$ cat src/rtl/swap_pkg.sv
// Shared types and default sizes for the XOR-swap sequencer.
package swap_pkg;

    localparam int unsigned DEF_WIDTH = 8;
    localparam int unsigned DEF_DEPTH = 8;
    localparam int unsigned COUNT_W   = 16;

    typedef enum logic [2:0] {
        ST_IDLE = 3'd0,
        ST_XOR1 = 3'd1,
        ST_XOR2 = 3'd2,
        ST_XOR3 = 3'd3,
        ST_DONE = 3'd4
    } state_t;

endpackage

$ cat src/rtl/xor_swap_regfile.sv
// DEPTH x WIDTH register file: one synchronous write port, one host read port
// and two operand read ports, all reads combinational.
module xor_swap_regfile
    import swap_pkg::*;
#(
    parameter int unsigned WIDTH = DEF_WIDTH,
    parameter int unsigned DEPTH = DEF_DEPTH,
    localparam int unsigned AW   = $clog2(DEPTH)
) (
    input  logic             clk,
    input  logic             rst,
    input  logic             we,
    input  logic [AW-1:0]    waddr,
    input  logic [WIDTH-1:0] wdata,
    input  logic [AW-1:0]    rd_addr,
    output logic [WIDTH-1:0] rd_data_c,
    input  logic [AW-1:0]    op_addr_a,
    input  logic [AW-1:0]    op_addr_b,
    output logic [WIDTH-1:0] op_a_c,
    output logic [WIDTH-1:0] op_b_c
);

    logic [WIDTH-1:0] mem [DEPTH];

    always_ff @(posedge clk) begin
        if (rst) begin
            for (int i = 0; i < int'(DEPTH); i++) begin
                mem[i] <= '0;
            end
        end else if (we) begin
            mem[waddr] <= wdata;
        end
    end

    assign rd_data_c = mem[rd_addr];
    assign op_a_c    = mem[op_addr_a];
    assign op_b_c    = mem[op_addr_b];

endmodule

$ cat src/rtl/xor_swap_sequencer.sv
// Serialises A^=B; B^=A; A^=B over two latched regfile entries, with a
// same-address bypass and host-write blocking while a swap is in flight.
module xor_swap_sequencer
    import swap_pkg::*;
#(
    parameter int unsigned WIDTH = DEF_WIDTH,
    parameter int unsigned DEPTH = DEF_DEPTH,
    localparam int unsigned AW   = $clog2(DEPTH)
) (
    input  logic               clk,
    input  logic               rst,
    input  logic               wr_en,
    input  logic [AW-1:0]      wr_addr,
    input  logic [WIDTH-1:0]   wr_data,
    input  logic [AW-1:0]      rd_addr,
    output logic [WIDTH-1:0]   rd_data,
    input  logic               swap_req,
    input  logic [AW-1:0]      swap_addr_a,
    input  logic [AW-1:0]      swap_addr_b,
    output logic               swap_ready,
    output logic               swap_done,
    output logic               wr_err,
    output logic [COUNT_W-1:0] swap_count
);

    state_t           state;
    state_t           state_nx;
    logic [AW-1:0]    addr_a_q;
    logic [AW-1:0]    addr_b_q;
    logic [WIDTH-1:0] op_a;
    logic [WIDTH-1:0] op_b;
    logic             rf_we;
    logic [AW-1:0]    rf_waddr;
    logic [WIDTH-1:0] rf_wdata;

    xor_swap_regfile #(
        .WIDTH (WIDTH),
        .DEPTH (DEPTH)
    ) u_regfile (
        .clk       (clk),
        .rst       (rst),
        .we        (rf_we),
        .waddr     (rf_waddr),
        .wdata     (rf_wdata),
        .rd_addr   (rd_addr),
        .rd_data_c (rd_data),
        .op_addr_a (addr_a_q),
        .op_addr_b (addr_b_q),
        .op_a_c    (op_a),
        .op_b_c    (op_b)
    );

    // Next state and the single regfile write of each step.
    always_comb begin
        state_nx = state;
        rf_we    = 1'b0;
        rf_waddr = wr_addr;
        rf_wdata = wr_data;
        unique case (state)
            ST_IDLE: begin
                rf_we = wr_en;
                if (swap_req) begin
                    state_nx = (swap_addr_a != swap_addr_b) ? ST_XOR1 : ST_DONE;
                end
            end
            ST_XOR1: begin
                rf_we    = 1'b1;
                rf_waddr = addr_a_q;
                rf_wdata = op_a ^ op_b;
                state_nx = ST_XOR2;
            end
            ST_XOR2: begin
                rf_we    = 1'b1;
                rf_waddr = addr_b_q;
                rf_wdata = op_a ^ op_b;
                state_nx = ST_XOR3;
            end
            ST_XOR3: begin
                rf_we    = 1'b1;
                rf_waddr = addr_a_q;
                rf_wdata = op_a ^ op_b;
                state_nx = ST_DONE;
            end
            ST_DONE: state_nx = ST_IDLE;
            default: state_nx = ST_IDLE;
        endcase
    end

    // Status outputs are registered from the next state so they line up with it.
    always_ff @(posedge clk) begin
        if (rst) begin
            state      <= ST_IDLE;
            addr_a_q   <= '0;
            addr_b_q   <= '0;
            swap_ready <= 1'b1;
            swap_done  <= 1'b0;
            wr_err     <= 1'b0;
            swap_count <= '0;
        end else begin
            state      <= state_nx;
            swap_ready <= (state_nx == ST_IDLE);
            swap_done  <= (state_nx == ST_DONE);
            wr_err     <= wr_en && (state != ST_IDLE);
            if (state == ST_IDLE && swap_req) begin
                addr_a_q <= swap_addr_a;
                addr_b_q <= swap_addr_b;
            end
            if (state_nx == ST_DONE && swap_count != '1) begin
                swap_count <= swap_count + COUNT_W'(1);
            end
        end
    end

endmodule

$ cat config.mk
export PLATFORM = sky130hd
export DESIGN_NAME = xor_swap_sequencer
export DESIGN_NICKNAME = d
export VERILOG_FILES = /design/src/rtl/swap_pkg.sv /design/src/rtl/xor_swap_regfile.sv /design/src/rtl/xor_swap_sequencer.sv
export SDC_FILE = /design/constraint.sdc
export NUM_CORES = 1
export LEC_CHECK = 0
export BUFFER_PORTS_ARGS = -buffer_cell sky130_fd_sc_hd__buf_2
export CORE_MARGIN = 10
export CORE_UTILIZATION = 25
export CTS_BUF_LIST = sky130_fd_sc_hd__clkbuf_16
export DETAILED_ROUTE_END_ITERATION = 8
export GPL_ROUTABILITY_DRIVEN = 0
export PLACE_DENSITY = 0.48
export SKIP_CTS_REPAIR_TIMING = 1
export SLEW_MARGIN = 10
export SYNTH_ARGS = -nofsm -noshare
export SYNTH_HDL_FRONTEND = slang
export SYNTH_SLANG_ARGS = --single-unit
$ cat constraint.sdc
create_clock -name clk -period 4.2 [get_ports clk]
set_input_delay 0.21 -clock clk [delete_from_list [all_inputs] [get_ports clk]]
set_output_delay 0.21 -clock clk [all_outputs]
set_load 0.02 [all_outputs]
Yosys cells after proc, flatten, opt, wreduce, memory -nomap -nowiden
Memory sizes are Yosys's and may differ from the RTL's. A register that Yosys moved wholly into a read port is not among the register bits.
Index checks and enable logic that the tools add are counted.
{ "op_classes": {"eq_ne": 6, "reduce_logical": 9, "n_mux": 18, "bitwise": 1, "add_sub_neg": 1} }
{ "ops": {"columns": ["op", "count"], "rows": [
  ["two-way mux 3 bit", 7],
  ["adder 16 x 1 -> 16 bit (second input constant)", 1],
  ["two-way mux 8 bit", 2],
  ["inequality test 16 bit (second input constant)", 1],
  ["case mux 3 bit (4 select lines)", 1],
  ["OR reduction 8 bit", 1],
  ["XOR 8 bit", 1],
  ["== test 3 x 2 -> 1 bit (second input constant)", 2],
  ["zero test 3 bit", 2],
  ["two-way mux 1 bit", 6],
  ["case mux 3 bit (2 select lines)", 1],
  ["== test 3 x 1 -> 1 bit (second input constant)", 1],
  ["== test 3 bit (second input constant)", 1],
  ["logical AND 1 bit", 3],
  ["inequality test 3 bit", 1],
  ["nonzero test 3 bit", 1],
  ["OR reduction 3 bit", 1],
  ["case mux 1 bit (2 select lines)", 1],
  ["OR reduction 2 bit", 1]
]} }
{ "totals": {"elab_cells": 43, "input_bits": 24, "reg_bits": 28, "memories": 1, "ram_bits": 64} }
{ "memory_table": {"columns": ["memory", "words", "width", "rd", "rd_clocked_by_memory_dff", "wr", "line_no", "rtl"], "rows": [
  ["u_regfile.mem", 8, 8, 3, 2, 8, "xor_swap_regfile.sv:23", "logic [WIDTH-1:0] mem [DEPTH];"]
]} }

Longest topological paths before layout
Gate-level depths: netlist of the first run.
{ "logic_depth": {"depth_word": 8, "depth_mapped": 8} }

By module
From an unflattened synthesis of the first run, not the netlist that was laid out.
{ "hier_totals": {"cells_unflattened": 444, "area_unflattened_um2": 5730.5} }
{ "modules_own_cells": {"columns": ["module", "cells_per_inst", "area_per_inst_um2", "n_inst"], "rows": [
  ["xor_swap_regfile", 251, 4065.1, 1],
  ["xor_swap_sequencer", 193, 1665.3, 1]
]} }

Worst setup path after synthesis of the first run
Ideal clock, no wire load.
{ "synth_path": {"path_kind": "reg-to-reg", "from": "register (tool-made name)", "to": "memory u_regfile.mem[0][0] in the netlist's numbering, data pin", "setup_time_ns": 0.271, "t_arrival_ns": 1.955, "stages_incl_launch_ff": 8, "required_ns": 3.929, "synth_period_minus_slack_ns": 2.226, "path_slack_ns": 1.974, "path_cell_list": "dfxtp_1 > buf_2 > buf_2 > mux4_2 > mux2i_1 > xor2_1 > nor2_1 > nor3_1"} }
{ "synth_lines": {"columns": ["element", "line_no"], "rows": [
  ["end, declared", "xor_swap_regfile.sv:23"]
]} }

==> Implementation_results.wiki, run 1 <==
{| class="wikitable"
! Metric !! Value
|-
| Fill cell count || 2,162
|-
| Footprint of the multi-input gates || 2730 µm²
|-
| Worst path required time || 4.18 ns
|-
| Synthesized flop and latch total || 98
|-
| H-tree levels || 3
|-
| Transition time of the tightest slew-check pin || 1.06 ns
|-
| Drt pass-1 iters || 4
|-
| Worst-path fanout max || 17
|-
| Yosys warns || 0
|-
| Metal1 wirelength || 6890 µm
|-
| Number of enable flip-flop cells after synthesis || 64
|-
| DP Worst Slack || 0.926 ns
|-
| Total wire length || 16,100 µm
|-
| Final-report hold violation count || 0
|-
| Result of the run || finished, final reports clean
|-
| DRC Markers || 0
|-
| Die height || 168 µm
|-
| Number of vias in the routed layout || 3,899
|-
| P&R area growth vs syn || 14.4%
|-
| Final max-slew violation count || 0
|-
| Fraction of synthesis flops using an asynchronous set or reset pin || 0%
|-
| Number of I/O pins || 51
|-
| Number of buffers inserted during clock tree synthesis || 9
|-
| Power per standard cell area || 407 nW/µm²
|-
| Layout cell share with drive strength beyond 1 || 28.7%
|-
| Leading cell types by count after synthesis || 70 x sky130_fd_sc_hd__nor3_1, 64 x sky130_fd_sc_hd__edfxtp_1, 48 x sky130_fd_sc_hd__mux4_2, 44 x sky130_fd_sc_hd__nor2_1, 34 x sky130_fd_sc_hd__dfxtp_1
|-
| Overall die width || 168 µm
|-
| Clock skew after layout || 0.00637 ns
|-
| Fraction of the cycle the final worst path needs || 76.5%
|-
| Type of the most critical hold path || in2reg
|-
| Clock Tree Buf Depth || 2
|-
| Vias in the first global route || 4,039
|-
| Syn avg cell area || 13.0 µm²
|-
| Detailed placer's ending HPWL || 11,400 µm
|-
| Cell types with the largest area share after synthesis || sky130_fd_sc_hd__edfxtp_1 35%, sky130_fd_sc_hd__mux4_2 20%, sky130_fd_sc_hd__dfxtp_1 12%
|-
| Setup TNS || 0 ns
|-
| Min Clock Period, post-route || 3.21 ns
|-
| Final setup slack of the worst path || 0.985 ns
|-
| Routed vias/inst || 5.28
|-
| Min Hold Slack || 0.0932 ns
|-
| Sum of overflow across all layers after global routing || 0
|-
| Antenna violations before repair || 1
|-
| Post-Layout Cell Count || 739
|-
| RSZ-0062 raised after global routing || false
|-
| Critical Path AT || 3.20 ns
|-
| Clock-pin slew of the registers on the worst-case setup and hold paths || 0.06 ns
|-
| Global-route wire length before repair || 25,200 µm
|-
| Post-synth design cell area || 5460 µm²
|-
| Count of buffers from port buffering || 50
|-
| Number of distinct library cell variants in the gate-level netlist after synthesis || 47
|-
| Clock sink count || 98
|-
| Max frequency || 311 MHz
|-
| Final routed wire length divided by cell count || 21.8 µm
|-
| Die outline area || 28,100 µm²
|-
| Global-route usage over all layers || 11.5%
|-
| Total number of placement rows || 53
|-
| Crit end category || flop
|-
| Starting density of the core || 25.7%
|-
| Post-Syn Nets || 446
|-
| Final net count || 484
|-
| WL met2 || 7620 µm
|-
| Seq/Total Area, Yosys || 47.7%
|-
| Max VDD drop || 0.205 mV
|-
| Startpoint type of the worst setup path || flop
|-
| Share of the core filled with cells in the final layout || 29.4%
|-
| Mapped Cells || 421
|-
| Cell accounting for the most synthesized area || sky130_fd_sc_hd__edfxtp_1
|-
| Met3 Routed Length || 1380 µm
|-
| Clock latency reported for the late side of the worst-skew pair || 0.35 ns
|-
| Most used flip-flop cell after synthesis || sky130_fd_sc_hd__edfxtp_1
|-
| Normalized max-slew margin || 29.2%
|-
| Final setup vio count || 0
|-
| Clock Root Buffer || sky130_fd_sc_hd__clkbuf_16
|-
| Post-DRT Antenna Nets || 0
|-
| Highest signal layer in the routed design || met4
|-
| TritonCTS clock tree || built
|-
| Leakage power summed over all cells || 0.00208 µW
|-
| Area taken by flip-flops and latches || 2600 µm²
|-
| Reported max-cap violation count || 0
|-
| Antenna diodes || 0
|-
| Core area || 21,200 µm²
|-
| Cell with the most instances after synthesis || sky130_fd_sc_hd__nor3_1
|-
| WS Path Type || reg2reg
|-
| Pin count of the biggest net entering global routing || 37
|-
| Share of the synthesized area in the top cell type || 35.2%
|-
| First-iteration detailed-routing DRC count || 333
|-
| Placed Cells || 723
|}
-- cell usage in the layout (no fill, tap or decap), drive strengths merged, types with 2 or more instances in the layout --
cell type	instances
o31ai	2
a311oi	3
dfxtp	34
nand4	2
a221o	2
edfxtp	64
mux4	48
nand3	15
nand2b	11
clkbuf	9
xor2	8
buf	53
a211oi	2
nor4b	3
nor4	5
xnor2	15
nor3b	2
nand2	4
nor2	44
clkinv	4
nor3	70
a221oi	2
nand3b	3
a21oi	6
mux2i	23
a2111oi	3
inv	3
mux2	8
-- layout make-up --
type | count | share of cell area (%)
timing repair buffer | 53 | 4.37
inverter | 2 | 0.120
sequential | 98 | 41.7
multi-input combinational | 295 | 43.7
tap | 275 | 5.51
clock buffer | 9 | 3.61
clock inverter | 7 | 0.983
-- registers in the layout, indices dropped and copies added, names as in the netlist, named ones only --
register / cells
wr_err: 1
swap_count: 16
addr_b_q: 3
swap_done: 1
swap_ready: 1
addr_a_q: 3
u_regfile.mem: 64
state: 3
-- stage by stage --
step	area (µm²)	power [µW]
floorplan	5460	1560
global placement	5950	1730
detailed placement	5950	1740
CTS	6240	2560
global route	6240	2660
finish	6240	2540
-- path summary, 6_finish.rpt --
kind	end	slack, ns	cells past startpoint	startpoint
max	u_regfile.mem[0][7]	0.99	5	state[2]
min reg2reg	flop	0.54	2	addr_b_q[0]
min	swap_ready	0.09	2	swap_req
max reg2reg	u_regfile.mem[0][7]	0.99	5	state[2]
-- power by group --
part	internal, µW	switching [µW]	total, µW
Sequential	1100	83.4	1190
Combinational	219	312	531
Clock	455	365	821
Total	1780	761	2540
-- critical path: stages (launching register included) --
cell	delay [ns]
sky130_fd_sc_hd__dfxtp_1	0.68
sky130_fd_sc_hd__nor2b_1	0.20
sky130_fd_sc_hd__a22o_1	0.24
sky130_fd_sc_hd__nor3_1	0.38
sky130_fd_sc_hd__nand3_1	0.61
sky130_fd_sc_hd__nand2b_1	0.74
-- cells by family after synthesis --
group,Yosys count,share of synthesized area [%]
multiplexers,79,25.7
XOR/XNOR,23,3.69
AO/OA/AOI/OAI,26,4.13
adder cells (fa/ha/maj),1,0.229
AND/OR/NAND/NOR,166,16.2
buffers and inverters,28,2.34
flip-flops,98,47.7
-- metal layers --
metal	GRT usage, %	vias up
met5	0	-
met3	3.02	15
met1	15.4	1965
li1	-	1754
met4	3.56	0
met2	17.8	165
Power figures use the tool's default switching activity.
==> run 2, diff against run 1 <==
==> constraint.sdc (replaced) <==
create_clock -name clk -period 3.3 [get_ports clk]
set_input_delay 0.165 -clock clk [delete_from_list [all_inputs] [get_ports clk]]
set_output_delay 0.165 -clock clk [all_outputs]
set_load 0.02 [all_outputs]
==> run 2 against run 1 <==
Effect of this change:
- setup slack got worse by 0.68 ns
- design area rose by 0.96%
- sequential share of layout area fell by 0.40 points
- first-iteration DRC count fell by 20%
- maximum frequency rose by 7.2%
- global-route usage fell by 0.25 points
- power rose by 25%
- critical endpoint is now u_regfile.mem[3][0]
- largest power group unchanged
==> Implementation_results.wiki, run 2 (synthesis results as in run 1) <==
{| class="wikitable"
! Metric !! Value
|-
| Final cell area excluding filler cells || 6300 µm² (was 6240 µm²)
|-
| Core area || 21,200 µm² (unchanged)
|-
| Total number of placement rows || 53 (unchanged)
|-
| Final routed wire length divided by cell count || 21.0 µm (was 21.8 µm)
|-
| Sw power || 958 µW (was 761 µW)
|-
| Relative contribution of the clock network to total power || 31.0% (was 32.3%)
|-
| R2R depth || 5 (unchanged)
|-
| Transition time of the tightest slew-check pin || 0.750 ns (was 1.06 ns)
|-
| Startpoint type of the worst setup path || flop (unchanged)
|-
| Final setup vio count || 0 (unchanged)
|-
| Result of the run || finished, final reports clean (unchanged)
|-
| Reported max-cap violation count || 0 (unchanged)
|-
| Startpoint of the worst register-to-register path || state[2] (unchanged)
|-
| Die outline area || 28,100 µm² (unchanged)
|-
| Post-Layout Cell Count || 749 (was 739)
|-
| Top flop regs || u_regfile.mem: 64 flops, swap_count: 16 flops (unchanged)
|-
| Critical Path AT || 2.98 ns (was 3.20 ns)
|-
| Antenna violations before repair || 0 (was 1)
|-
| Sum of internal, switching and leakage power || 3160 µW (was 2540 µW)
|-
| Routed vias/inst || 5.13 (was 5.28)
|-
| P&R area growth vs syn || 15.5% (was 14.4%)
|-
| Post-Place Cell Area || 6030 µm² (was 5950 µm²)
|-
| Max FFs per register || 64 (unchanged)
|-
| Most frequent cells in the layout || 70 x sky130_fd_sc_hd__nor3_1, 64 x sky130_fd_sc_hd__edfxtp_1, 50 x sky130_fd_sc_hd__buf_2 (unchanged)
|-
| Vias in the first global route || 4,045 (was 4,039)
|-
| Max VDD drop || 0.274 mV (was 0.205 mV)
|-
| Sum of overflow across all layers after global routing || 0 (unchanged)
|-
| Type of the most critical hold path || in2reg (unchanged)
|-
| Fraction of the cycle the final worst path needs || 90.8% (was 76.5%)
|-
| Final net count || 494 (was 484)
|-
| Starting density of the core || 25.7% (unchanged)
|-
| Drt pass-1 iters || 4 (unchanged)
|-
| Number of I/O pins || 51 (unchanged)
|-
| Count of buffers from port buffering || 50 (unchanged)
|-
| Normalized max-slew margin || 49.9% (was 29.2%)
|-
| Clock skew after layout || 0.00606 ns (was 0.00637 ns)
|-
| RSZ-0062 raised after global routing || false (unchanged)
|-
| Setup TNS || 0 ns (unchanged)
|-
| Fill cell count || 2,189 (was 2,162)
|-
| Clock-pin slew of the registers on the worst-case setup and hold paths || 0.07 ns (was 0.06 ns)
|-
| Leakage power summed over all cells || 0.00212 µW (was 0.00208 µW)
|-
| Global-route wire length before repair || 24,600 µm (was 25,200 µm)
|-
| Total wire length || 15,800 µm (was 16,100 µm)
|-
| Clock Root Buffer || sky130_fd_sc_hd__clkbuf_16 (unchanged)
|-
| Min Clock Period, post-route || 3.00 ns (was 3.21 ns)
|-
| Max frequency || 334 MHz (was 311 MHz)
|-
| H-tree levels || 3 (unchanged)
|-
| Global-route usage over all layers || 11.3% (was 11.5%)
|-
| Worst Setup SP || state[2] (unchanged)
|-
| Post-DRT Antenna Nets || 0 (unchanged)
|-
| Worst-path fanout max || 17 (unchanged)
|-
| RR Endpoint || u_regfile.mem[3][0] (was u_regfile.mem[0][7])
|-
| Switching fraction of total power || 30.3% (was 30.0%)
|-
| DRC Markers || 0 (unchanged)
|-
| WS Path Type || reg2reg (unchanged)
|-
| TritonCTS clock tree || built (unchanged)
|-
| Commonest non-fill, non-tap cell in the layout || sky130_fd_sc_hd__nor3_1 (unchanged)
|-
| Detailed placer's ending HPWL || 11,100 µm (was 11,400 µm)
|-
| First-iteration detailed-routing DRC count || 266 (was 333)
|-
| Worst path required time || 3.29 ns (was 4.18 ns)
|-
| Clock Tree Buf Depth || 2 (unchanged)
|-
| Placed Cells || 733 (was 723)
|-
| Reg-to-reg slack, setup || 0.30 ns (was 0.99 ns)
|-
| Combinational Power Share || 21.8% (was 20.9%)
|-
| Min Hold Slack || 0.0461 ns (was 0.0932 ns)
|-
| Final max-slew violation count || 0 (unchanged)
|-
| Cell internal power dissipation || 2200 µW (was 1780 µW)
|-
| Final-report hold violation count || 0 (unchanged)
|-
| Antenna diodes || 0 (unchanged)
|-
| Power per standard cell area || 502 nW/µm² (was 407 nW/µm²)
|-
| Pin count of the biggest net entering global routing || 37 (unchanged)
|-
| Sequential fraction of design power || 47.2% (was 46.7%)
|-
| Number of vias in the routed layout || 3,845 (was 3,899)
|-
| Layout cell share with drive strength beyond 1 || 30.4% (was 28.7%)
|-
| Overall die width || 168 µm (unchanged)
|-
| Crit path to || u_regfile.mem[3][0] (was u_regfile.mem[0][7])
|-
| Number of buffers inserted during clock tree synthesis || 9 (unchanged)
|-
| Clock sink count || 98 (unchanged)
|-
| Largest Register || u_regfile.mem (unchanged)
|-
| Die height || 168 µm (unchanged)
|-
| Clock latency reported for the late side of the worst-skew pair || 0.35 ns (about the same)
|-
| Crit end category || flop (unchanged)
|}
==> run 2: cell count changes in the layout (fill, tap and decap cells not counted), sizes merged <==
cell,before,now
buf,53,63
inv,3,5
bufinv,1,0
clkinvlp,1,0
==> run 2: worst min path at each step <==
stage,startpoint,endpoint,slack [ns],cells after the start
detailed placement,swap_req,swap_ready,0.41,2
global placement,swap_req,swap_ready,0.41,2
floorplan,swap_req,swap_ready,0.26,1
CTS,swap_req,swap_ready,0.04,2
global route,swap_req,swap_ready,0.04,2
finish,swap_req,swap_ready,0.05,2
==> run 2: stage by stage <==
stage / util (%) / setup WS [ns]
final: 29.7 / 0.302
after global routing: 29.7 / 0.0366
after CTS: 29.7 / 0.217
after detailed placement: 28.4 / 0.232
after global placement: 28.4 / 0.296
after floorplan: - / 1.07
==> run 2: layout make-up <==
| type | instances | area (µm²) | share of cell area, % |
|---|---|---|---|
| well taps | 275 | 344 | 5.46 |
| repair buffers | 63 | 348 | 5.52 |
| flip-flops and latches | 98 | 2600 | 41.3 |
| inverters | 2 | 7.51 | 0.119 |
| clock buffers | 9 | 225 | 3.57 |
| clock inverters | 7 | 43.8 | 0.695 |
| multi-input cells | 295 | 2730 | 43.3 |
==> run 2: power groups by stage <==
stage | clock network (µW) | logic [µW] | registers [µW]
floorplan | 0 | 521 | 1470
global placement | 0 | 691 | 1510
detailed placement | 0 | 696 | 1520
CTS | 1000 | 699 | 1490
global route | 1050 | 757 | 1500
finish | 979 | 690 | 1490
==> run 2: critical path: stages, from the launching register on <==
cell                       delay (ns)
sky130_fd_sc_hd__dfxtp_1         0.67
sky130_fd_sc_hd__nand3b_1        0.19
sky130_fd_sc_hd__a21oi_1         0.09
sky130_fd_sc_hd__a221oi_1        0.45
sky130_fd_sc_hd__nand3_1         0.57
sky130_fd_sc_hd__nand2b_1        0.66
==> run 2: metal layers <==
metal / vias up / GRT usage, % / wire [µm]
li1: 1767 / - / -
met1: 1930 / 14.1 / 6830
met2: 138 / 19.1 / 7820
met3: 10 / 2.83 / 976
met4: 0 / 2.57 / 125
met5: - / 0 / 0
==> run 3, diff against run 2 <==
--- a/config.mk
+++ b/config.mk
@@ -16,4 +16,5 @@
 export SLEW_MARGIN = 10
 export SYNTH_ARGS = -nofsm -noshare
 export SYNTH_HDL_FRONTEND = slang
+export SYNTH_HIERARCHICAL = 1
 export SYNTH_SLANG_ARGS = --single-unit
==> run 3 against run 2 <==
Effect of this change:
- register-to-register slack gained 0.34 ns
- clock skew grew 0.0022 ns
- via count grew 2.9%
- utilization shrank 0.64 points
- critical endpoint is now u_regfile/mem[1][4]
- largest power group unchanged
==> Implementation_results.wiki, run 3 <==
{| class="wikitable"
! Metric !! Value
|-
| Result of the run || finished, final reports clean (unchanged)
|-
| Routed vias/inst || 5.10 (was 5.13)
|-
| Final net count || 510 (was 494)
|-
| CP peak stage delay || 0.82 ns (was 0.67 ns)
|-
| Global-route usage over all layers || 11.1% (was 11.3%)
|-
| Global routing met3 resource utilization || 3.35% (was 2.83%)
|-
| Post-Syn Nets || 469 (was 446)
|-
| Mapped Cells || 444 (was 421)
|-
| WS Path Type || reg2reg (unchanged)
|-
| Normalized max-slew margin || 35.7% (was 49.9%)
|-
| Total wire length || 16,000 µm (was 15,800 µm)
|-
| Sequential fraction of design power || 41.5% (was 47.2%)
|-
| Cell internal power dissipation || 2380 µW (was 2200 µW)
|-
| Area taken by flip-flops and latches || 2480 µm² (was 2600 µm²)
|-
| Clock sink count || 92 (was 98)
|-
| Layout cell share with drive strength beyond 1 || 26.9% (was 30.4%)
|-
| Final setup slack of the worst path || 0.640 ns (was 0.302 ns)
|-
| Antenna violations before repair || 1 (was 0)
|-
| Fraction of the cycle the final worst path needs || 80.6% (was 90.8%)
|-
| Footprint of the multi-input gates || 2970 µm² (was 2730 µm²)
|-
| Fill cell count || 2,313 (was 2,189)
|-
| Switching fraction of total power || 31.6% (was 30.3%)
|-
| Total number of placement rows || 55 (was 53)
|-
| Sum of overflow across all layers after global routing || 0 (unchanged)
|-
| Family with the most delay on the worst path || simple AND/OR/NAND/NOR gates (unchanged)
|-
| Clock latency reported for the late side of the worst-skew pair || 0.36 ns (was 0.35 ns)
|-
| Starting density of the core || 25.4% (was 25.7%)
|-
| Post-synth design cell area || 5730 µm² (was 5460 µm²)
|-
| Clock-pin slew of the registers on the worst-case setup and hold paths || 0.07 ns (about the same)
|-
| Count of buffers from port buffering || 50 (unchanged)
|-
| Core area || 22,600 µm² (was 21,200 µm²)
|-
| Worst-path fanout max || 36 (was 17)
|-
| Startpoint type of the worst setup path || flop (unchanged)
|-
| Top flop regs || u_regfile/mem: 64 flops, swap_count: 16 flops (was u_regfile.mem: 64 flops, swap_count: 16 flops)
|-
| Max FFs per register || 64 (unchanged)
|-
| Clock Root Buffer || sky130_fd_sc_hd__clkbuf_16 (unchanged)
|-
| Overall die width || 171 µm (was 168 µm)
|-
| H-tree levels || 3 (unchanged)
|-
| Number of vias in the routed layout || 3,956 (was 3,845)
|-
| Crit end category || flop (unchanged)
|-
| Yosys warns || 6 (was 0)
|-
| Combinational Power Share || 25.8% (was 21.8%)
|-
| Pin count of the biggest net entering global routing || 37 (unchanged)
|-
| Transition time of the tightest slew-check pin || 0.963 ns (was 0.750 ns)
|-
| Drt pass-1 iters || 4 (unchanged)
|-
| Sw power || 1100 µW (was 958 µW)
|-
| Clock Tree Buf Depth || 2 (unchanged)
|-
| Global-route wire length before repair || 24,500 µm (was 24,600 µm)
|-
| Cell with the most instances after synthesis || sky130_fd_sc_hd__nor3_1 (unchanged)
|-
| Vias in the first global route || 4,085 (was 4,045)
|-
| Critical Path AT || 2.72 ns (was 2.98 ns)
|-
| Setup TNS || 0 ns (unchanged)
|-
| Fraction of synthesis flops using an asynchronous set or reset pin || 0% (unchanged)
|-
| Synthesized flop and latch total || 92 (was 98)
|-
| Max VDD drop || 0.281 mV (was 0.274 mV)
|-
| TritonCTS clock tree || built (unchanged)
|-
| Commonest non-fill, non-tap cell in the layout || sky130_fd_sc_hd__nor3_1 (unchanged)
|-
| Clock skew after layout || 0.00823 ns (was 0.00606 ns)
|-
| Final setup vio count || 0 (unchanged)
|-
| Count of cell instances traversed by the critical path || 6 (was 5)
|-
| DRC Markers || 0 (unchanged)
|-
| Seq/Total Area, Yosys || 43.3% (was 47.7%)
|-
| Number of buffers inserted during clock tree synthesis || 9 (unchanged)
|-
| Crit path cell chain || nor2b_1 -> a21oi_1 -> o21ai_0 -> or3b_2 -> o21bai_1 -> buf_4 (was nand3b_1 -> a21oi_1 -> a221oi_1 -> nand3_1 -> nand2b_1)
|-
| Leakage power summed over all cells || 0.00230 µW (was 0.00212 µW)
|-
| Number of enable flip-flop cells after synthesis || 64 (unchanged)
|-
| First-iteration detailed-routing DRC count || 279 (was 266)
|-
| Final routed wire length divided by cell count || 20.7 µm (was 21.0 µm)
|-
| DP Worst Slack || 0.625 ns (was 0.232 ns)
|-
| Largest Register || u_regfile/mem (was u_regfile.mem)
|-
| Number of instances on the worst hold path || 3 (was 2)
|-
| Max frequency || 376 MHz (was 334 MHz)
|-
| Number of distinct library cell variants in the gate-level netlist after synthesis || 50 (was 47)
|-
| Die height || 171 µm (was 168 µm)
|-
| Reported max-cap violation count || 0 (unchanged)
|-
| Most used flip-flop cell after synthesis || sky130_fd_sc_hd__edfxtp_1 (unchanged)
|-
| Worst path required time || 3.36 ns (was 3.29 ns)
|-
| RSZ-0062 raised after global routing || false (unchanged)
|-
| Bufs and invs on worst path || 1 (was 0)
|-
| Min Clock Period, post-route || 2.66 ns (was 3.00 ns)
|-
| Syn avg cell area || 12.9 µm² (was 13.0 µm²)
|-
| Most crowded layer after global routing || met2 (unchanged)
|-
| Relative contribution of the clock network to total power || 32.7% (was 31.0%)
|-
| Cell at the slowest stage of the critical path || sky130_fd_sc_hd__or3b_2 (was sky130_fd_sc_hd__dfxtp_1)
|-
| Type of the most critical hold path || in2reg (unchanged)
|-
| Share of the core filled with cells in the final layout || 29.0% (was 29.7%)
|-
| Leading cell types by count after synthesis || 71 x sky130_fd_sc_hd__nor3_1, 64 x sky130_fd_sc_hd__edfxtp_1, 41 x sky130_fd_sc_hd__mux4_1, 31 x sky130_fd_sc_hd__nand2_1, 28 x sky130_fd_sc_hd__dfxtp_1 (was 70 x sky130_fd_sc_hd__nor3_1, 64 x sky130_fd_sc_hd__edfxtp_1, 48 x sky130_fd_sc_hd__mux4_2, 44 x sky130_fd_sc_hd__nor2_1, 34 x sky130_fd_sc_hd__dfxtp_1)
|-
| P&R area growth vs syn || 14.4% (was 15.5%)
|-
| Met1 usage in global routing || 13.5% (was 14.1%)
|-
| Power per standard cell area || 530 nW/µm² (was 502 nW/µm²)
|-
| Cell types with the largest area share after synthesis || sky130_fd_sc_hd__edfxtp_1 34%, sky130_fd_sc_hd__mux4_1 19%, sky130_fd_sc_hd__dfxtp_1 9.8% (was sky130_fd_sc_hd__edfxtp_1 35%, sky130_fd_sc_hd__mux4_2 20%, sky130_fd_sc_hd__dfxtp_1 12%)
|-
| Post-DRT Antenna Nets || 0 (unchanged)
|-
| Global-route met2 utilization || 18.5% (was 19.1%)
|-
| Antenna diodes || 0 (unchanged)
|-
| Most frequent cells in the layout || 71 x sky130_fd_sc_hd__nor3_1, 64 x sky130_fd_sc_hd__edfxtp_1, 50 x sky130_fd_sc_hd__buf_2 (was 70 x sky130_fd_sc_hd__nor3_1, 64 x sky130_fd_sc_hd__edfxtp_1, 50 x sky130_fd_sc_hd__buf_2)
|-
| R2R depth || 6 (was 5)
|-
| Share of the synthesized area in the top cell type || 33.5% (was 35.2%)
|-
| Detailed placer's ending HPWL || 11,000 µm (was 11,100 µm)
|-
| Die outline area || 29,400 µm² (was 28,100 µm²)
|-
| Cell accounting for the most synthesized area || sky130_fd_sc_hd__edfxtp_1 (unchanged)
|-
| Number of I/O pins || 51 (unchanged)
|-
| Final max-slew violation count || 0 (unchanged)
|-
| Final-report hold violation count || 0 (unchanged)
|}
[run 3: power groups by stage]
stage	clock network (µW)	registers [µW]	logic (µW)
2_1_floorplan	0	1400	693
3_3_place_gp	0	1460	882
3_5_place_dp	0	1470	899
4_1_cts	1170	1440	902
5_1_grt	1210	1450	981
6_report	1140	1440	896
[run 3: final cells by class]
type | instances | share of cell area, %
clock buffer | 9 | 3.44
clock inverter | 7 | 1.49
inverter | 10 | 0.573
multi-input combinational | 304 | 45.3
sequential | 92 | 37.9
tap | 285 | 5.44
timing repair buffer | 68 | 5.88
[run 3: worst register-to-register path: stages, from the launching register on]
cell,delay (ns)
sky130_fd_sc_hd__dfxtp_1,0.63
sky130_fd_sc_hd__nor2b_1,0.17
sky130_fd_sc_hd__a21oi_1,0.18
sky130_fd_sc_hd__o21ai_0,0.11
sky130_fd_sc_hd__or3b_2,0.82
sky130_fd_sc_hd__o21bai_1,0.24
sky130_fd_sc_hd__buf_4,0.23
[run 3: worst paths after layout]
| path | start | to | slack (ns) |
|---|---|---|---|
| worst max-delay path | state[2] | u_regfile/mem[1][4] | 0.64 |
| worst min-delay path | wr_en | wr_err | 0.1 |
| worst max register to register | state[2] | u_regfile/mem[1][4] | 0.64 |
| worst min register to register | addr_a_q[0] | addr_a_q[0] | 0.49 |
[run 3: stage by stage]
| step | cells | area, µm² | hold WS [ns] | power (µW) |
|---|---|---|---|---|
| floorplan | 444 | 5730 | 0.301 | 2090 |
| detailed placement | 759 | 6230 | 0.463 | 2370 |
| CTS | 775 | 6560 | 0.0823 | 3510 |
| global route | 775 | 6560 | 0.102 | 3650 |
| finish | 775 | 6560 | 0.0959 | 3470 |
| global placement | 759 | 6230 | 0.466 | 2340 |
[run 3: cell families (layout without fill, tap and decap cells)]
family / Yosys count / in the layout / synth area share, %
and+or+nand+nor: 165 / 165 / 15.7
DFF: 92 / 92 / 43.3
muxes: 73 / 73 / 26.5
buffers and inverters: 48 / 94 / 4.83
AOI/OAI and AO/OA: 41 / 41 / 4.78
xor gates and xnor gates: 24 / 24 / 4.65
adders and majority gates: 1 / 1 / 0.218
[run 3: metal layers]
| metal | routed length [µm] | part of all wire [%] | up-vias |
|---|---|---|---|
| met2 | 7920 | 49 | 112 |
| li1 | - | - | 1838 |
| met3 | 1060 | 6.6 | 14 |
| met1 | 6890 | 43 | 1990 |
| met5 | 7 | 0.044 | - |
| met4 | 174 | 1.1 | 2 |
